**config.mk**
```make
export PLATFORM = sky130hd
export DESIGN_NAME = pipelined_shifter
export DESIGN_NICKNAME = d
export VERILOG_FILES = /design/src/rtl/pipelined_shifter.sv
export SDC_FILE = /design/constraint.sdc
export NUM_CORES = 1
export LEC_CHECK = 0
export BUFFER_PORTS_ARGS = -buffer_cell sky130_fd_sc_hd__buf_2
export CORE_MARGIN = 3
export CORE_UTILIZATION = 52
export CTS_CLUSTER_SIZE = 16
export DETAILED_ROUTE_END_ITERATION = 10
export PLACE_DENSITY = 0.72
export SYNTH_ARGS = -nofsm -noshare
export SYNTH_HDL_FRONTEND = slang
export SYNTH_SLANG_ARGS = --single-unit
export TNS_END_PERCENT = 50
```
**constraint.sdc**
```tcl
create_clock -name clk -period 3 [get_ports clk]
set_input_delay 0.6 -clock clk [delete_from_list [all_inputs] [get_ports clk]]
set_output_delay 0.6 -clock clk [all_outputs]
set_load 0.005 [all_outputs]
```
**src/rtl/pipelined_shifter.sv**
```systemverilog
// pipelined_shifter
//   Logarithmic barrel shifter with one register stage per shift-amount bit.
//   Stage s shifts or rotates by 2^s when ShiftVal[s] is set. A single global
//   hold (output valid but not accepted) freezes every stage, bubbles included,
//   so ordering and count of commands are always preserved.
//
// Ports
//   clk, rst          clock, asynchronous active-high reset
//   InValid/InReady   command handshake (ShiftIn, ShiftVal, Mode)
//   ShiftIn           operand, WIDTH bits
//   ShiftVal          shift amount, SHW bits
//   Mode              0 = sll, 1 = sra, 2 = ror, 3 = srl
//   OutValid/OutReady result handshake (ShiftOut, Zero)
//   ShiftOut          result, driven straight from the last stage register
//   Zero              ShiftOut == 0, qualified by OutValid
module pipelined_shifter #(
  parameter int WIDTH = 16,
  localparam int SHW = $clog2(WIDTH)
) (
  input  logic             clk,
  input  logic             rst,
  input  logic             InValid,
  output logic             InReady,
  input  logic [WIDTH-1:0] ShiftIn,
  input  logic [SHW-1:0]   ShiftVal,
  input  logic [1:0]       Mode,
  output logic             OutValid,
  input  logic             OutReady,
  output logic [WIDTH-1:0] ShiftOut,
  output logic             Zero
);

  localparam logic [1:0] ModeSll = 2'd0;
  localparam logic [1:0] ModeSra = 2'd1;
  localparam logic [1:0] ModeRor = 2'd2;
  localparam logic [1:0] ModeSrl = 2'd3;

  // Registered stage outputs. Mode and shift amount are only needed by the
  // stages that follow, so the last stage keeps data and valid only.
  logic [WIDTH-1:0] dataQ [SHW];
  logic [SHW-1:0]   vldQ;
  logic [1:0]       modeQ [SHW-1];
  logic [SHW-1:0]   shvQ  [SHW-1];

  // Per-stage inputs: stage 0 sees the ports, stage s sees register s-1.
  logic [WIDTH-1:0] stData [SHW];
  logic [1:0]       stMode [SHW];
  logic [SHW-1:0]   stShv  [SHW];
  logic [SHW-1:0]   stVld;
  logic [WIDTH-1:0] stOut  [SHW];

  logic stall;

  function automatic logic [WIDTH-1:0] shiftStep(
    input logic [WIDTH-1:0] d,
    input logic [1:0]       m,
    input int               k
  );
    logic [WIDTH-1:0] r;
    case (m)
      ModeSll: r = d << k;
      // Arithmetic fill with the current MSB; since every stage preserves the
      // sign, the cascade equals one arithmetic shift by the full amount.
      ModeSra: r = $signed(d) >>> k;
      ModeRor: r = (d >> k) | (d << (WIDTH - k));
      ModeSrl: r = d >> k;
      default: r = d;
    endcase
    return r;
  endfunction

  always_comb begin
    stData[0] = ShiftIn;
    stMode[0] = Mode;
    stShv[0]  = ShiftVal;
    stVld[0]  = InValid;
    for (int s = 1; s < SHW; s++) begin
      stData[s] = dataQ[s-1];
      stMode[s] = modeQ[s-1];
      stShv[s]  = shvQ[s-1];
      stVld[s]  = vldQ[s-1];
    end
  end

  always_comb begin
    for (int s = 0; s < SHW; s++) begin
      stOut[s] = stShv[s][s] ? shiftStep(stData[s], stMode[s], 1 << s) : stData[s];
    end
  end

  assign stall   = vldQ[SHW-1] & ~OutReady;
  assign InReady = ~stall;

  // Stage 0 loads only when not stalled, and then InReady is 1, so capturing
  // InValid here is exactly the accept condition.
  always_ff @(posedge clk or posedge rst) begin
    if (rst) begin
      vldQ <= '0;
      for (int s = 0; s < SHW; s++) begin
        dataQ[s] <= '0;
      end
      for (int s = 0; s < SHW - 1; s++) begin
        modeQ[s] <= '0;
        shvQ[s]  <= '0;
      end
    end else if (!stall) begin
      vldQ <= stVld;
      for (int s = 0; s < SHW; s++) begin
        dataQ[s] <= stOut[s];
      end
      for (int s = 0; s < SHW - 1; s++) begin
        modeQ[s] <= stMode[s];
        shvQ[s]  <= stShv[s];
      end
    end
  end

  assign OutValid = vldQ[SHW-1];
  assign ShiftOut = dataQ[SHW-1];
  // Gated by valid so Zero reads 0 out of reset even though the data is 0.
  assign Zero     = vldQ[SHW-1] & (dataQ[SHW-1] == '0);

endmodule

```
# Yosys cells after proc, flatten, opt, wreduce, memory -nomap -nowiden
# Index checks and enable logic that the tools add are counted.
dict set report word_totals {
  register_bits 86
  input_bits 26
  out_inout_bits 19
  word_cells 44
}
dict set report op_classes {
  eq_ne 12
  mux 8
  bitwise 8
  n_reduce_logical 5
}
# cell count
set op_table {}
lappend op_table {{$pmux W16 S4} 4}
lappend op_table {{$mux W16} 4}
lappend op_table {{$eq A2 B2 Y1 const B} 8}
lappend op_table {{$logic_not A16 Y1} 1}
lappend op_table {{$or A12 B16 Y16} 1}
lappend op_table {{$or A14 B16 Y16} 1}
lappend op_table {{$or A15 B16 Y16} 1}
lappend op_table {{$or A8 B16 Y16} 1}
lappend op_table {{$eq A2 B1 Y1 const B} 4}
lappend op_table {{$logic_not A2 Y1} 4}
lappend op_table {{$and A1 B1 Y1} 2}
lappend op_table {{$not A1 Y1} 2}

# Longest topological paths before layout
dict set report depth {
  depth_word 3
  ltp_mapped 7
  mapped_depth_nobuf 4
}

# Least setup slack after synthesis
# No wires, ideal clock.
dict set report synth_timing {
  kind {input to output}
  start {in OutReady}
  end {out InReady}
  arrival_time_ps 1123
  required_ps 2400
  setup_slack_ps 1277
  stages 5
  path_buffers 3
  path_cell_list {nor2b_4 -> buf_6 -> inv_4 -> buf_6 -> buf_2}
}
dict set report synth_via {
  elab_chain_cells 3
}
# item line
set synth_rtl {}
lappend synth_rtl {{start: declaration} 28} ;# input logic OutReady,
lappend synth_rtl {{$not A1 Y1} 91} ;# assign stall = vldQ[SHW-1] & ~OutReady;
lappend synth_rtl {{$and A1 B1 Y1} 91}
lappend synth_rtl {{$not A1 Y1} 92} ;# assign InReady = ~stall;
lappend synth_rtl {{end: declaration} 23} ;# output logic InReady,
# No other way between the ends.

# Worst setup path in the final report
dict set report layout_timing {
  start {reg dataQ (netlist bit ShiftOut[0])}
  end {out Zero}
}
dict set report layout_via {
  elab_chain_cells 2
}
# item line
set layout_rtl {}
lappend layout_rtl {{start: declaration} 40} ;# logic [WIDTH-1:0] dataQ [SHW];
lappend layout_rtl {{start signal: indexed assignment} 109} ;# dataQ[s] <= stOut[s];
lappend layout_rtl {{$logic_not A16 Y1} 121} ;# assign Zero = vldQ[SHW-1] & (dataQ[SHW-1] == '0);
lappend layout_rtl {{$and A1 B1 Y1} 121}
lappend layout_rtl {{end: declaration} 30} ;# output logic Zero
# No other way between the ends.

==> impl_metrics.json <==
{
  "outcome": "completed",
  "clk_latency_ps": 340,
  "vdd_ir_drop_max_v": 0.000388,
  "post_cts_resized": 0,
  "worst_slew_pin_slew_ps": 754,
  "ioPinCount": 45,
  "share_of_async_settable_or_async_resettable_flops_after_synthesis": 1.00,
  "hold_viol": 0,
  "cts_sinks": 80,
  "coreArea_mm2": 0.00797,
  "first_global_vias": 3220,
  "floorplan.die_area_mm2": 0.00957,
  "clkTransAtPathRegs_ps": 70,
  "wp_data_required_ps": 2400,
  "post_route_setup_tns_ps": 0,
  "wl_per_cell_um": 14.8,
  "worst_setup_path_start_kind": "flop",
  "core.rowCount": 32,
  "antenna_found_initial": 0,
  "edff_count_synth": 0,
  "timing_max_transition_violations_final": 0,
  "timing.rr.end": "dataQ[43]$_DFFE_PP0N_",
  "worst-setup-path-type": "reg2out",
  "route.vias.total": 3349,
  "synthDominantAreaCellType": "dfrtp_1",
  "synth.top_cells.by_area": "dfrtp_1 (46%), nand2_1 (8.6%), mux2i_1 (7.5%)",
  "grt-ovfl-total": 0,
  "r2r_slack_ps": 1350,
  "grt_usage": 0.195,
  "post_cts.repair.setup_buffers": 0,
  "drc": 0,
  "wp_data_arrival_ps": 1680,
  "final.setup_skew_ps": 9.30,
  "cp-endpoint": "Zero",
  "yosys.area.top_type_share": 0.456,
  "yosysUniqueCellTypes": 39,
  "clock_tree_from_tritoncts": "built",
  "drt-total-wl_um": 8760,
  "ys_seq_area_frac": 0.456,
  "worstHoldPathType": "in2async",
  "ff2ff_path_depth": 4,
  "cellPowerDensity_mw_per_mm2": 959,
  "synth.most_common_cell": "nand2_1",
  "sequential_standard_cell_area_mm2": 0.00200,
  "synth.net_count": 503,
  "clock-root-buffer": "clkbuf_8",
  "io_buffer_count": 44,
  "leakagePower_nw": 2.12,
  "die_h_um": 97.8,
  "final.fill_count": 737,
  "synth_area_per_cell_um2": 9.20,
  "synth_area_mm2": 0.00439,
  "area_growth_syn_to_layout_pct": 5.13,
  "routabilityCongestion": 0.855,
  "grt_setup_unrepaired": "false",
  "slew_headroom": 0.497,
  "fin_worst_hold_slack_ps": 299,
  "multi_input_comb_area_mm2": 0.00199,
  "drt_iter0_markers": 128,
  "grt_max_degree": 90,
  "nature_of_the_critical_path_endpoint": "output port",
  "maxCapViolations": 0,
  "place.detailed.hpwl_um": 6380,
  "drt.antenna.violating_nets": 0,
  "die_width_um": 97.8,
  "synthesis.yosys.warnings": 0,
  "timing.rr.start": "vldQ[3]$_DFFE_PP0N_",
  "worst_setup_path_startpoint": "ShiftOut[0]$_DFFE_PP0N_",
  "antenna_cells_inserted": 0,
  "setup_viol": 0,
  "via_per_inst": 5.67,
  "cts.hold.buffers_added": 0,
  "max_freq_ghz": 0.439,
  "min_period_ps": 2280,
  "grt_first_pass_wirelength_um": 15500,
  "cts_max_level": 3,
  "final_min_period_over_clock_period": 0.760,
  "floorplan.initialDensity": 0.551,
  "clockBufferDepth": 2,
  "synth_top_flop_cell": "dfrtp_1",
  "cts_buffers": 9,
  "nNetsFinal": 512,
  "ys_ff_latch": 80,
  "post_route_cells_drive_above_1_share": 0.147,
  "worst-path-max-fanout": 3,
  "detailedRoute.firstPassIterationCount": 5,
  "synth.top_cells.by_count": "nand2_1 (101), dfrtp_1 (80), o21ai_0 (37)",
  "syn_inst": 477
}
==> layout by cell type, fill, tap and decap left out, types with 2 or more instances in the layout <==
cell | Yosys | routed
a221oi_1 | 8 | 8
a2bb2oi_1 | 5 | 5
a31oi_1 | 6 | 6
and3_1 | 8 | 8
buf_2 | 15 | 44
buf_4 | 22 | 3
clkbuf_8 | 0 | 9
clkinv_2 | 0 | 3
dfrtp_1 | 80 | 80
inv_1 | 11 | 10
mux2i_1 | 33 | 33
nand2_1 | 101 | 101
nand2b_1 | 10 | 10
nand3_1 | 15 | 15
nand3b_1 | 14 | 14
nor2_1 | 23 | 23
nor2_4 | 2 | 2
nor2b_1 | 6 | 6
nor4_1 | 3 | 3
nor4b_1 | 2 | 2
o211a_1 | 8 | 8
o211ai_1 | 25 | 25
o211ai_2 | 3 | 3
o21ai_0 | 37 | 37
o21ai_1 | 14 | 14
==> how the worst min path moves through the flow <==
stage                             start                  end  slack [ps]  cells past startpoint
global route                        rst  shvQ[9]$_DFFE_PP0N_         340                      2
detailed placement  vldQ[2]$_DFFE_PP0N_  vldQ[2]$_DFFE_PP0N_         450                      2
CTS                                 rst  shvQ[9]$_DFFE_PP0N_         300                      2
finish                              rst  shvQ[9]$_DFFE_PP0N_         300                      2
global placement    vldQ[2]$_DFFE_PP0N_  vldQ[2]$_DFFE_PP0N_         440                      2
floorplan           vldQ[2]$_DFFE_PP0N_  vldQ[2]$_DFFE_PP0N_         430                      2
==> through the flow <==
stage | utilization | area, um2 | cells | power (mW) | setup WS (ps)
2_1_floorplan | - | 4390 | 477 | 3.45 | 348
3_3_place_gp | 0.557 | 4440 | 577 | 3.66 | 988
3_5_place_dp | 0.557 | 4440 | 577 | 3.74 | 1010
4_1_cts | 0.579 | 4610 | 591 | 4.48 | 609
5_1_grt | 0.579 | 4610 | 591 | 4.81 | 498
6_report | 0.579 | 4610 | 591 | 4.42 | 721
==> layout make-up <==
class / instances / share of cell area
timing repair buffer: 48 / 0.0570
multi-input combinational: 334 / 0.432
clock inverter: 4 / 0.0103
clock buffer: 10 / 0.0277
inverter: 13 / 0.0114
sequential: 80 / 0.434
tap: 102 / 0.0277
==> power breakdown <==
group          switching (mW)  total, mW  internal (mW)  leakage, nW
logic                   0.842       1.61          0.763         1.05
clock network           0.358      0.731          0.373       0.0880
registers               0.539       2.08           1.54        0.981
==> logic make-up (layout without fill, tap and decap cells) <==
group                  Yosys count  after routing  share of synthesized area
AOI/OAI and AO/OA              111            111                      0.172
buffers and inverters           63             75                     0.0896
DFF                             80             80                      0.456
muxes                           33             33                     0.0753
and+or+nand+nor                190            190                      0.207
==> metal layers <==
| metal | vias up | wire, um | GRT usage |
|---|---|---|---|
| li1 | 1675 | - | - |
| met1 | 1598 | 3840 | 0.248 |
| met2 | 69 | 4500 | 0.331 |
| met3 | 7 | 343 | 0.0371 |
| met4 | 0 | 68 | 0.0692 |
| met5 | - | 0 | 0 |
==> critical path, stage by stage, from the launching register on <==
cell	delay, ps
dfrtp_1	390
nor4_1	340
nand4_1	160
nor4b_1	290
buf_2	160
==> state kept, by name, summed over array words and instances (netlist names) <==
register / flops
vldQ: 4
dataQ: 48
modeQ: 6
ShiftOut: 16
shvQ: 6
Note: power is estimated with default switching activity, not from simulation.
